## src/rtl/pipe_scheduler_pkg.sv

```systemverilog
// Shared graphics package for the frame scheduler: FSM state encoding,
// the default watchdog limit and the vertex-pipe exit latency.
package pipe_scheduler_pkg;

    localparam int unsigned WATCHDOG_CYCLES_DEF = 1048576;

    // pipe_done is stale for this many cycles after a pipe_start
    localparam logic [1:0] PIPE_EXIT_LAT = 2'd2;

    typedef enum logic [3:0] {
        IDLE,
        LATCH,
        MVP_START,
        MVP_WAIT,
        XF_START,
        XF_WAIT,
        RS_START,
        RS_WAIT,
        SWAP
    } sched_state_t;

endpackage

```

## src/rtl/sched_watchdog.sv

```systemverilog
// Cycle counter for the scheduler wait states; cleared whenever enable is low,
// expired flags the last permitted cycle so the FSM aborts on that edge.
module sched_watchdog
    import pipe_scheduler_pkg::*;
#(
    parameter int unsigned CYCLES = WATCHDOG_CYCLES_DEF
) (
    input  logic clock,
    input  logic reset_n,
    input  logic enable,
    output logic expired
);

    localparam int unsigned CW = $clog2(CYCLES + 1);

    logic [CW-1:0] count;

    always_ff @(posedge clock or negedge reset_n) begin
        if (!reset_n) begin
            count <= '0;
        end else if (!enable) begin
            count <= '0;
        end else begin
            count <= count + CW'(1);
        end
    end

    assign expired = enable && (count == CW'(CYCLES - 1));

endmodule

```

## src/rtl/pipe_scheduler.sv

```systemverilog
// Frame scheduler: latches pose, drives the vertex pipe (MVP then transform),
// the rasterizer, and swaps framebuffers. Watchdog enabled by PIPE_SCHED_WATCHDOG_EN.
module pipe_scheduler
    import pipe_scheduler_pkg::*;
#(
    parameter int unsigned WATCHDOG_CYCLES = WATCHDOG_CYCLES_DEF,
    parameter int unsigned FRAME_CNT_W     = 16
) (
    input  logic                   clock,
    input  logic                   reset_n,
    input  logic                   frame_req,
    input  logic [31:0]            roll,
    input  logic [31:0]            pitch,
    input  logic [31:0]            yaw,
    input  logic [31:0]            x,
    input  logic [31:0]            y,
    input  logic [31:0]            z,
    input  logic [31:0]            vertex_count,
    output logic [31:0]            pipe_roll,
    output logic [31:0]            pipe_pitch,
    output logic [31:0]            pipe_yaw,
    output logic [31:0]            pipe_x,
    output logic [31:0]            pipe_y,
    output logic [31:0]            pipe_z,
    output logic [31:0]            pipe_count,
    output logic                   pipe_start,
    output logic                   pipe_update_mvp,
    input  logic                   pipe_done,
    output logic                   raster_start,
    input  logic                   raster_done,
    output logic                   buf_sel,
    output logic                   busy,
    output logic                   frame_drop,
    output logic                   error,
    output logic [FRAME_CNT_W-1:0] frame_count
);

    sched_state_t state;
    logic         pending;
    logic [1:0]   exit_cnt;
    logic         wd_expired;

`ifdef PIPE_SCHED_WATCHDOG_EN
    logic in_wait;
    assign in_wait = (state == MVP_WAIT) || (state == XF_WAIT) || (state == RS_WAIT);

    sched_watchdog #(.CYCLES(WATCHDOG_CYCLES)) u_watchdog (
        .clock   (clock),
        .reset_n (reset_n),
        .enable  (in_wait),
        .expired (wd_expired)
    );

    always_ff @(posedge clock or negedge reset_n) begin
        if (!reset_n) begin
            error <= 1'b0;
        end else if (wd_expired) begin
            error <= 1'b1;
        end
    end
`else
    assign wd_expired = 1'b0;
    assign error      = 1'b0;
`endif

    always_ff @(posedge clock or negedge reset_n) begin
        if (!reset_n) begin
            state           <= IDLE;
            pending         <= 1'b0;
            exit_cnt        <= '0;
            pipe_roll       <= '0;
            pipe_pitch      <= '0;
            pipe_yaw        <= '0;
            pipe_x          <= '0;
            pipe_y          <= '0;
            pipe_z          <= '0;
            pipe_count      <= '0;
            pipe_start      <= 1'b0;
            pipe_update_mvp <= 1'b0;
            raster_start    <= 1'b0;
            buf_sel         <= 1'b0;
            busy            <= 1'b0;
            frame_drop      <= 1'b0;
            frame_count     <= '0;
        end else begin
            frame_drop <= 1'b0;
            // A request arriving on the SWAP edge lands here too, so it is kept
            if (frame_req && (state != IDLE)) begin
                if (pending) begin
                    frame_drop <= 1'b1;
                end
                pending <= 1'b1;
            end

            if (wd_expired) begin
                state <= IDLE;
                busy  <= 1'b0;
            end else begin
                case (state)
                    IDLE: begin
                        if (frame_req || pending) begin
                            pending <= 1'b0;
                            busy    <= 1'b1;
                            state   <= LATCH;
                        end
                    end
                    LATCH: begin
                        pipe_roll       <= roll;
                        pipe_pitch      <= pitch;
                        pipe_yaw        <= yaw;
                        pipe_x          <= x;
                        pipe_y          <= y;
                        pipe_z          <= z;
                        pipe_count      <= vertex_count;
                        pipe_start      <= 1'b1;
                        pipe_update_mvp <= 1'b1;
                        state           <= MVP_START;
                    end
                    MVP_START: begin
                        pipe_start      <= 1'b0;
                        pipe_update_mvp <= 1'b0;
                        exit_cnt        <= '0;
                        state           <= MVP_WAIT;
                    end
                    MVP_WAIT: begin
                        if (exit_cnt < PIPE_EXIT_LAT) begin
                            exit_cnt <= exit_cnt + 2'd1;
                        end else if (pipe_done) begin
                            if (pipe_count == '0) begin
                                state <= SWAP;
                            end else begin
                                pipe_start <= 1'b1;
                                state      <= XF_START;
                            end
                        end
                    end
                    XF_START: begin
                        pipe_start <= 1'b0;
                        exit_cnt   <= '0;
                        state      <= XF_WAIT;
                    end
                    XF_WAIT: begin
                        if (exit_cnt < PIPE_EXIT_LAT) begin
                            exit_cnt <= exit_cnt + 2'd1;
                        end else if (pipe_done) begin
                            raster_start <= 1'b1;
                            state        <= RS_START;
                        end
                    end
                    RS_START: begin
                        raster_start <= 1'b0;
                        state        <= RS_WAIT;
                    end
                    RS_WAIT: begin
                        if (raster_done) begin
                            state <= SWAP;
                        end
                    end
                    SWAP: begin
                        buf_sel     <= ~buf_sel;
                        frame_count <= frame_count + FRAME_CNT_W'(1);
                        busy        <= 1'b0;
                        state       <= IDLE;
                    end
                    default: begin
                        busy  <= 1'b0;
                        state <= IDLE;
                    end
                endcase
            end
        end
    end

endmodule

```

## config.mk

```make
export PLATFORM = sky130hd
export DESIGN_NAME = pipe_scheduler
export DESIGN_NICKNAME = d
export VERILOG_FILES = /design/src/rtl/pipe_scheduler_pkg.sv /design/src/rtl/sched_watchdog.sv /design/src/rtl/pipe_scheduler.sv
export SDC_FILE = /design/constraint.sdc
export NUM_CORES = 1
export LEC_CHECK = 0
export ABC_AREA = 1
export CORE_AREA = 3 3 185 187
export CTS_BUF_LIST = sky130_fd_sc_hd__clkbuf_4 sky130_fd_sc_hd__clkbuf_8
export DETAILED_ROUTE_END_ITERATION = 12
export DIE_AREA = 0 0 188 190
export GPL_ROUTABILITY_DRIVEN = 0
export PLACE_DENSITY_LB_ADDON = 0.2
export SLEW_MARGIN = 20
export SYNTH_ARGS = -nofsm -noshare
export SYNTH_HDL_FRONTEND = slang
export SYNTH_HIERARCHICAL = 1
export SYNTH_SLANG_ARGS = --single-unit
```

## constraint.sdc

```tcl
create_clock -name clock -period 1.9 [get_ports clock]
set_input_delay 0.38 -clock clock [delete_from_list [all_inputs] [get_ports clock]]
set_output_delay 0.38 -clock clock [all_outputs]
set_load 0.02 [all_outputs]
```

==> results.cfg <==
[status]
status = finished, final reports clean

[synthesis]
synth_fp_nets = 895
netlist_area_um2 = 10440
yosys-top-cells-area = sky130_fd_sc_hd__dfrtp_1, sky130_fd_sc_hd__mux2_4, sky130_fd_sc_hd__mux2_2, sky130_fd_sc_hd__nand2_1, sky130_fd_sc_hd__buf_6
ys_seq_elements = 253
synth_sequential_area_ratio = 0.6064
netlist_instances = 665
cell_type_contributing_the_most_total_cell_area_after_synthesis = sky130_fd_sc_hd__dfrtp_1
unique_cell_type_count_in_the_yosys_netlist = 29
synthesis.area_per_instance_um2 = 15.70
count_of_synthesis_stage_warnings_from_yosys = 6
synth_top_area_share = 0.6064

[sta]
fin_worst_skew_ns = 0.01298
worst_slew_pin_slew_ns = 0.5035
timing.final.crit_period_ns = 1.748
fin_worst_hold_slack_ns = 0.3628
setup_viol_count_final = 0
final.period_utilization = 0.9201
final_ws_setup_ns = 0.1518
fin_tns_setup_ns = 0
maxSlewViolCount = 0
max_freq_ghz = 0.5720
timing.final.hold_violations = 0
max_slew_margin = 0.6643
grt_setup_unrepaired = no

[place]
place_worst_setup_slack_ns = 0.1953
placed_area_um2 = 15790
portBuffers = 474
dpl.hpwl_um = 23980

[power_and_ir_drop]
leakage_nw = 7.994
max-vdd-ir-drop_mv = 0.8731
p_per_area_nw_per_um2 = 1837

[global_route]
grt_pass1_wl_um = 47990
grt.total_usage = 0.1729
globalRouteOverflowTotal = 0
grt_antenna_before_repair = 1
grt_pass1_vias = 7867
maximum_number_of_pins_on_one_net_before_global_route_repair = 54

[cts]
h_tree_depth = 2
clock_sinks = 253
cts_inserted_buffers = 46
cts_root_buf = sky130_fd_sc_hd__clkbuf_8
clk_path_buf_depth = 3
clock_latency_ns = 0.55
clk_pin_slew_ns = 0.06
cts_tree = done

[routing]
detail_route.vias_per_cell = 4.394
drt_wl_total_um = 31530
drc_errors = 0
vias = 7299
drt-wirelength-per-cell_um = 18.98
ant_nets = 0
detail_route.iter0.violations = 212
firstDrtPassIters = 4

[critical_path]
worst_path_largest_cell_delay_ns = 0.42
timing.critical_path.buf_inv = 1
crit_path_top_delay_cell = sky130_fd_sc_hd__dlygate4sd2_1
critPathKind = flip-flop to output port
setup.worst_path.start_class = flip-flop
timing.critical_path.max_delay_family = buffers and inverters
critPathRequiredTime_ns = 1.52
cp-end-kind = output port
worstPathMaxFanout = 3
startpoint = pipe_count[5]
worst-endpoint-arrival_ns = 1.37
timing.rr.start = state[0]
path_cells = dlygate4sd2_1

[floorplan]
fp.dieH_um = 190
total_core_area_um2 = 32620
floorplan.rows = 66
io-pin-count = 476
floorplan.die.width_um = 188
floorplan.die_area_um2 = 35720
initial_utilization = 0.3201

[cells_and_area]
drive_above_1_share = 0.2783
area_growth_syn_to_layout_pct = 58.43
layout_commonest_cell = sky130_fd_sc_hd__dfrtp_1
post-route-cell-area_um2 = 16540
layout.cells.most_common_list = sky130_fd_sc_hd__dfrtp_1, sky130_fd_sc_hd__dlygate4sd2_1, sky130_fd_sc_hd__clkdlybuf4s50_1
design.final.nets = 1413

[worst_hold_path]
path_category_of_the_worst_min_delay_check = input port to asynchronous set/reset pin

[run]
maxCapViolCount = 0
-- logic make-up after synthesis --
group / after synthesis / share of synthesized area
AO/OA/AOI/OAI: 11 / 0.006233
XOR/XNOR: 16 / 0.01342
adder cells (fa/ha/maj): 1 / 0.001198
buffers and inverters: 47 / 0.03032
flip-flops: 253 / 0.6064
multiplexers: 224 / 0.2952
other: 1 / 0.0003592
AND/OR/NAND/NOR: 112 / 0.04686
-- final timing paths --
| kind | endpoint | slack, ns | cells past startpoint |
|---|---|---|---|
| hold / removal | pipe_roll[12] | 0.36 | 2 |
| min in group clock | frame_drop | 0.42 | 3 |
| setup reg to reg | pipe_roll[28] | 0.17 | 5 |
| max in group asynchronous | pipe_yaw[17] | 0.90 | 3 |
| hold reg to reg | frame_count[15] | 0.47 | 1 |
| setup / recovery | pipe_count[5] | 0.15 | 1 |
-- flip-flops by register name, indices dropped and copies added (netlist names) --
signal,cells
pipe_roll,32
pipe_y,32
pipe_count,32
pipe_pitch,32
pending,1
raster_start,1
buf_sel,1
pipe_start,1
frame_count,16
busy,1
state,4
pipe_x,32
pipe_yaw,32
exit_cnt,2
pipe_z,32
pipe_update_mvp,1
frame_drop,1
-- cell type report --
class / instances / area [µm²]
Timing Repair Buffer: 495 / 4715
Antenna cell: 1 / 2.502
Multi-Input combinational cell: 365 / 3806
Tap cell: 442 / 553.0
Inverter: 22 / 82.58
Fill cell: 2917 / 16080
Clock buffer: 75 / 932.1
Clock inverter: 8 / 117.6
Sequential cell: 253 / 6331
-- per-layer routing --
layer	track usage	up-vias	wire length, µm
met1	0.1986	3588	12370
met4	0.05397	0	742
li1	-	3328	-
met3	0.06597	56	2797
met2	0.2994	327	15620
met5	0	-	0
-- what timing repair did --
action / CTS / global route
endpoints found under the setup margin: 246 / 0
setup buffers: 0 / 0
endpoints found under the hold margin: 44 / 0
hold buffers: 1 / 0
resized for setup: 246 / 0
-- where the power goes --
part | leakage [nW] | internal [mW] | switching [mW]
logic | 4.44 | 7.62 | 7.44
clock network | 0.556 | 3.50 | 2.26
registers | 3.00 | 8.07 | 1.49
total | 7.99 | 19.2 | 11.2
-- per-stage QoR --
stage	std cells	utilization	total power, mW
CTS	1660	0.5070	30.86
floorplan	665	-	19.44
finish	1661	0.5071	30.38
global route	1661	0.5071	32.07
global placement	1576	0.4839	26.58
detailed placement	1576	0.4839	26.76
-- cells in the mapped netlist --
library cell	instances
sky130_fd_sc_hd__o21ai_0	6
sky130_fd_sc_hd__ha_1	1
sky130_fd_sc_hd__or2_1	1
sky130_fd_sc_hd__a21oi_1	1
sky130_fd_sc_hd__o22ai_1	1
sky130_fd_sc_hd__buf_2	7
sky130_fd_sc_hd__nand2_1	51
sky130_fd_sc_hd__inv_1	20
sky130_fd_sc_hd__nor2_4	1
sky130_fd_sc_hd__mux2_4	149
sky130_fd_sc_hd__nor3_1	2
sky130_fd_sc_hd__buf_6	17
sky130_fd_sc_hd__nand3_4	1
sky130_fd_sc_hd__xor2_1	9
sky130_fd_sc_hd__a22oi_1	1
sky130_fd_sc_hd__nor2_2	4
sky130_fd_sc_hd__mux2_2	75
sky130_fd_sc_hd__nand4_1	4
sky130_fd_sc_hd__xnor2_1	7
sky130_fd_sc_hd__nor2_1	36
sky130_fd_sc_hd__inv_2	2
sky130_fd_sc_hd__dfrtp_1	253
sky130_fd_sc_hd__nand2_2	2
sky130_fd_sc_hd__buf_4	1
sky130_fd_sc_hd__o31ai_1	1
sky130_fd_sc_hd__nand3_1	9
sky130_fd_sc_hd__a2bb2oi_1	1
sky130_fd_sc_hd__conb_1	1
sky130_fd_sc_hd__nor3_2	1
Power figures use the tool's default switching activity.
